### config.mk
export PLATFORM = sky130hd
export DESIGN_NAME = hidden_input_mac
export DESIGN_NICKNAME = d
export VERILOG_FILES = /design/src/rtl/hidden_input_mac.sv
export SDC_FILE = /design/constraint.sdc
export NUM_CORES = 2
export LEC_CHECK = 0
export ABC_AREA = 1
export BUFFER_PORTS_ARGS = -buffer_cell sky130_fd_sc_hd__clkbuf_2
export CAP_MARGIN = 20
export CORE_ASPECT_RATIO = 0.75
export CORE_MARGIN = 5
export CORE_UTILIZATION = 40
export DETAILED_ROUTE_END_ITERATION = 6
export GPL_TIMING_DRIVEN = 0
export PLACE_DENSITY_LB_ADDON = 0.1
export RECOVER_POWER = 25
export SYNTH_ARGS = -nofsm -noshare
export SYNTH_HDL_FRONTEND = slang
export SYNTH_SLANG_ARGS = --single-unit
### constraint.sdc
create_clock -name clk -period 11.57 [get_ports clk]
set_input_delay 1.7355 -clock clk [delete_from_list [all_inputs] [get_ports clk]]
set_output_delay 1.7355 -clock clk [all_outputs]
set_load 0.02 [all_outputs]
### src/rtl/hidden_input_mac.sv
// Hidden-layer MAC: sequences MFCC/weight fetches per neuron, accumulates Q-format products
// and emits one saturated sum per neuron. Define HIDDEN_MAC_RELU_EN to clamp negative sums to zero.
module hidden_input_mac #(
    parameter int DATA_WIDTH  = 32,
    parameter int FRAC_BITS   = 16,
    parameter int ACC_WIDTH   = 64,
    parameter int N_INPUTS    = 128,
    parameter int N_NEURONS   = 64,
    parameter int MEM_LATENCY = 2
) (
    input  logic                  clk,
    input  logic                  rst,
    input  logic                  start,
    output logic                  ena_hidden_input_mac,
    output logic [5:0]            in_weight_case,
    input  logic [DATA_WIDTH-1:0] mac_mfcc,
    input  logic [DATA_WIDTH-1:0] mac_weight,
    output logic [DATA_WIDTH-1:0] neuron_data,
    output logic [5:0]            neuron_idx,
    output logic                  neuron_valid,
    input  logic                  neuron_ready,
    output logic                  busy,
    output logic                  done
);

    localparam int CNT_W     = $clog2(N_INPUTS) + 1;
    localparam int DRAIN_CYC = MEM_LATENCY + 2;
    localparam int DRN_W     = $clog2(DRAIN_CYC) + 1;

    typedef enum logic [2:0] {
        S_IDLE,
        S_ISSUE,
        S_DRAIN,
        S_EMIT,
        S_DONE
    } state_t;

    state_t                  state_q, state_d;
    logic [5:0]              case_q, case_d;
    logic [CNT_W-1:0]        issueCnt_q, issueCnt_d;
    logic [DRN_W-1:0]        drainCnt_q, drainCnt_d;
    logic [DATA_WIDTH-1:0]   data_q, data_d;
    logic [5:0]              idx_q, idx_d;
    logic                    accClr;

    logic [MEM_LATENCY-1:0]        vld_q;
    logic                          captureValid;
    logic signed [2*DATA_WIDTH-1:0] prodFull, prod_q, prodShr;
    logic                          prodVld_q;
    logic signed [ACC_WIDTH-1:0]   acc_q, termExt;
    logic [ACC_WIDTH-DATA_WIDTH:0] accTop;
    logic [DATA_WIDTH-1:0]         satData;

    assign ena_hidden_input_mac = (state_q == S_ISSUE);
    assign in_weight_case       = case_q;
    assign neuron_data          = data_q;
    assign neuron_idx           = idx_q;
    assign neuron_valid         = (state_q == S_EMIT);
    assign busy                 = (state_q == S_ISSUE) || (state_q == S_DRAIN) || (state_q == S_EMIT);
    assign done                 = (state_q == S_DONE);

    always_ff @(posedge clk) begin
        if (rst) begin
            state_q    <= S_IDLE;
            case_q     <= '0;
            issueCnt_q <= '0;
            drainCnt_q <= '0;
            data_q     <= '0;
            idx_q      <= '0;
        end else begin
            state_q    <= state_d;
            case_q     <= case_d;
            issueCnt_q <= issueCnt_d;
            drainCnt_q <= drainCnt_d;
            data_q     <= data_d;
            idx_q      <= idx_d;
        end
    end

    // DRAIN waits out the fetch latency plus the product and accumulate stages
    always_comb begin
        state_d    = state_q;
        case_d     = case_q;
        issueCnt_d = issueCnt_q;
        drainCnt_d = drainCnt_q;
        data_d     = data_q;
        idx_d      = idx_q;
        accClr     = 1'b0;
        unique case (state_q)
            S_IDLE: begin
                if (start) begin
                    state_d    = S_ISSUE;
                    case_d     = '0;
                    issueCnt_d = '0;
                    accClr     = 1'b1;
                end
            end
            S_ISSUE: begin
                if (issueCnt_q == CNT_W'(N_INPUTS - 1)) begin
                    state_d    = S_DRAIN;
                    drainCnt_d = '0;
                end else begin
                    issueCnt_d = issueCnt_q + 1'b1;
                end
            end
            S_DRAIN: begin
                if (drainCnt_q == DRN_W'(DRAIN_CYC - 1)) begin
                    state_d = S_EMIT;
                    data_d  = satData;
                    idx_d   = case_q;
                end else begin
                    drainCnt_d = drainCnt_q + 1'b1;
                end
            end
            S_EMIT: begin
                if (neuron_ready) begin
                    accClr = 1'b1;
                    if (case_q == 6'(N_NEURONS - 1)) begin
                        state_d = S_DONE;
                    end else begin
                        state_d    = S_ISSUE;
                        case_d     = case_q + 1'b1;
                        issueCnt_d = '0;
                    end
                end
            end
            S_DONE: begin
                state_d = S_IDLE;
                case_d  = '0;
            end
            default: state_d = S_IDLE;
        endcase
    end

    assign captureValid = vld_q[MEM_LATENCY-1];
    assign prodFull     = (2*DATA_WIDTH)'($signed(mac_mfcc)) * (2*DATA_WIDTH)'($signed(mac_weight));
    assign prodShr      = prod_q >>> FRAC_BITS;
    assign termExt      = ACC_WIDTH'(prodShr);

    always_ff @(posedge clk) begin
        if (rst) begin
            vld_q     <= '0;
            prod_q    <= '0;
            prodVld_q <= 1'b0;
            acc_q     <= '0;
        end else begin
            vld_q[0] <= ena_hidden_input_mac;
            for (int i = 1; i < MEM_LATENCY; i++) begin
                vld_q[i] <= vld_q[i-1];
            end
            if (captureValid) begin
                prod_q <= prodFull;
            end
            prodVld_q <= captureValid;
            if (accClr) begin
                acc_q <= '0;
            end else if (prodVld_q) begin
                acc_q <= acc_q + termExt;
            end
        end
    end

    // The sum fits when every accumulator bit above the output sign bit matches it
    assign accTop = acc_q[ACC_WIDTH-1:DATA_WIDTH-1];

    always_comb begin
        satData = acc_q[DATA_WIDTH-1:0];
        if (!((&accTop) || (~|accTop))) begin
            if (acc_q[ACC_WIDTH-1]) begin
                satData = {1'b1, {(DATA_WIDTH-1){1'b0}}};
            end else begin
                satData = {1'b0, {(DATA_WIDTH-1){1'b1}}};
            end
        end
`ifdef HIDDEN_MAC_RELU_EN
        if (satData[DATA_WIDTH-1]) begin
            satData = '0;
        end
`else
        satData = satData;
`endif
    end

endmodule
==> impl_results.md <==
- Run status: finished clean
- Clk pin slew, worst setup/hold paths: 70 ps
- Startpoint Class: primary input
- Register bit total from synthesis: 173
- First-pass iteration count of the detailed router: 6
- Sequential fraction of the synthesis area: 0.06953
- Vias in the first global route: 44560
- Vias: approximately 45000
- Site Rows: 112
- Placed instance area: 0.05295 mm²
- First-pass GRT wire length: 307300 µm
- Gr usage total: 0.3239
- Placer congestion estimate: 0.9797
- Post-synth EDFFs: 0
- Synth async-reset ratio: 0
- DRT iter0 DRCs: between 5000 and 6000
- Routed Antenna Nets: 0
- Synth Cell Area: 0.04981 mm²
- Worst path top cell family by delay: adder cells
- Top cell type's share of synthesized area: 0.4349
- Max incr delay on CP: 940 ps
- Ports: 116
- Syn_area_per_cell: 7.295 µm²
- Final net count: 8410
- Critical path depth in cells: 28
- Endpoints failing setup: 0
- Die height: 315.6 µm
- Post-CTS Setup Repair Bufs: 0
- GRT overflow: 0
- R2R Setup Slk: 8190 ps
- CP endpoint: prod_q[55]
- Cts bufs inserted: 25
- Clk_skew: ~30 ps
- Max-cap violation count: 0
- Largest net degree at the start of global routing: 20
- Most used cell, CP: fa_1
- Final hold vios: 0
- Crit end category: flip-flop
- Clk_lat worst skew: between 500 and 600 ps
- Post-Route WL: 211000 µm
- CTS Root Cell: clkbuf_16
- Hold Crit Class: flip-flop to flip-flop
- # port buffers: 114
- Final Slew Violations: 0
- Crit Path Category: primary input to flip-flop
- Least-Margin Pin Slew: 1280 ps
- Most area-consuming cells after synthesis: fa_1 (43%), inv_1 (15%), nand2_1 (13%)
- WP buf/inv: 9
- Drt wl/cell: 24.32 µm
- Final worst-path cycle share: 0.9494
- Critical path startpoint: mac_mfcc[31]
- CTS tree: yes
- Crit Path Max Fanout: 11
- Drt via density: approximately 5.1
- Cell count after synthesis: 6828
- CP arrival: 11380 ps
- Area overhead of the layout relative to synthesis: 8.083%
- Yosys warns: 0
- Rel. slew slack: 0.1467
- Syn_nets: approximately 8000
- DPL Wire Length: 183500 µm
- Layout cell share with drive strength beyond 1: 0.02764
- Post-synth top flop: dfxtp_1
- Worst r2r src: prod_q[63]
- Die width: approximately 420 µm
- R2r endpoint: acc_q[49]
- Total number of H-tree levels: 4
- DIE AREA: 0.1318 mm²
- Synth cell count leaders: inv_1 (1969), nand2_1 (1772), fa_1 (1082), nor2_1 (447), a21oi_1 (270)
- Initial antenna violation count: 11
- R2R depth: 12
- Distinct cells, synth: 43
- Worst EP required: around 12000 ps
- Starting Density: 0.4016
- Sinks on Clock Net: 173
- Setup TNS: 0 ps
- Tmin final: 10990 ps
- CTS Buffer Depth: 3
- CORE AREA: 0.1240 mm²
- Unrepaired setup endpoints after global routing: false
- Post_cts resized: 0
- Synth area leader: fa_1
- F_max: 91.03 MHz
- DRC: 0
- Dominant cell by count in the synthesized netlist: inv_1
- Final instance area: about 0.054 mm²
- Crit-path slowest cell: fa_1
- CTS Hold Buffers Added: 0
-- metrics by stage --
step | hold slack (ps) | std cells | utilization | setup slack (ps)
6_report | 414.4 | 8676 | 0.4341 | 584.9
5_1_grt | 421.5 | 8671 | 0.4340 | 278.2
4_1_cts | 413.9 | 8657 | 0.4329 | 727.5
3_5_place_dp | 402.7 | 8625 | 0.4270 | 255.5
3_3_place_gp | 403.2 | 8595 | 0.4229 | 303.9
2_1_floorplan | 388.3 | 6828 | - | 2986
-- registers in the layout (all words and copies together) (netlist names) --
name,flops
acc_q,64
issueCnt_q,8
neuron_data,32
in_weight_case,6
vld_q,2
prodVld_q,1
drainCnt_q,3
prod_q,48
state_q,3
neuron_idx,6
-- cell usage in the layout (no fill, tap or decap), drive strengths merged, types with 47 or more instances in the layout --
cell type | netlist | final
a21oi | 271 | 271
dfxtp | 173 | 173
buf | 15 | 59
o21ai | 195 | 195
inv | 1976 | 1976
ha | 247 | 247
clkbuf | 227 | 369
nor2 | 449 | 449
nand2 | 1779 | 1779
fa | 1082 | 1082
nand4 | 47 | 47
nand3 | 204 | 204
-- worst min path at each step --
stage | start | to | slack [ps] | cells after the start
2_1_floorplan | vld_q[0] | vld_q[1] | 390 | 2
3_3_place_gp | vld_q[0] | vld_q[1] | 400 | 2
3_5_place_dp | vld_q[0] | vld_q[1] | 400 | 2
4_1_cts | vld_q[0] | vld_q[1] | 410 | 2
5_1_grt | vld_q[0] | vld_q[1] | 420 | 2
6_report | vld_q[0] | vld_q[1] | 410 | 2
-- metal layers --
metal	track usage	share of wire
met3	0.09518	0.11
met4	0.06776	0.025
met5	0	0.00044
met1	0.5005	0.47
met2	0.4455	0.39
-- cell families (layout without fill, tap and decap cells) --
logic type | after synthesis | in the layout | synth area share
other | 0 | 5 | 0
AO/OA/AOI/OAI | 531 | 531 | 0.05695
AND/OR/NAND/NOR | 2530 | 2530 | 0.2011
flip-flops | 173 | 173 | 0.06953
XOR/XNOR | 46 | 46 | 0.008088
adder cells (fa/ha/maj) | 1329 | 1329 | 0.4969
buffers and inverters | 2219 | 2409 | 0.1674
-- final cells by class --
type / count / area (µm²)
tap: 1653 / 2068
multi-input combinational: 4436 / 37990
antenna: 5 / 12.51
buffer: 242 / 919.6
clock buffer: 28 / 656.9
clock inverter: 4 / 72.57
fill: 13140 / 70180
timing repair buffer: 158 / 1232
sequential: 173 / 3463
inverter: 1977 / 7421
-- worst register-to-register path, cell delays in order, from the launching register on --
cell and delay [ps]:
dfxtp_1 880, ha_1 450, nand2_1 150, nor2_1 160
inv_1 70, nor2_1 180, nand2_1 270, a21oi_1 640
nor2_1 140, nand3_1 100, nand3_1 110, nand2_1 90
inv_1 40
Power is left out: the tool's default activity adds up to more than one toggle a clock period on the data nets, which glitch-free logic cannot reach.
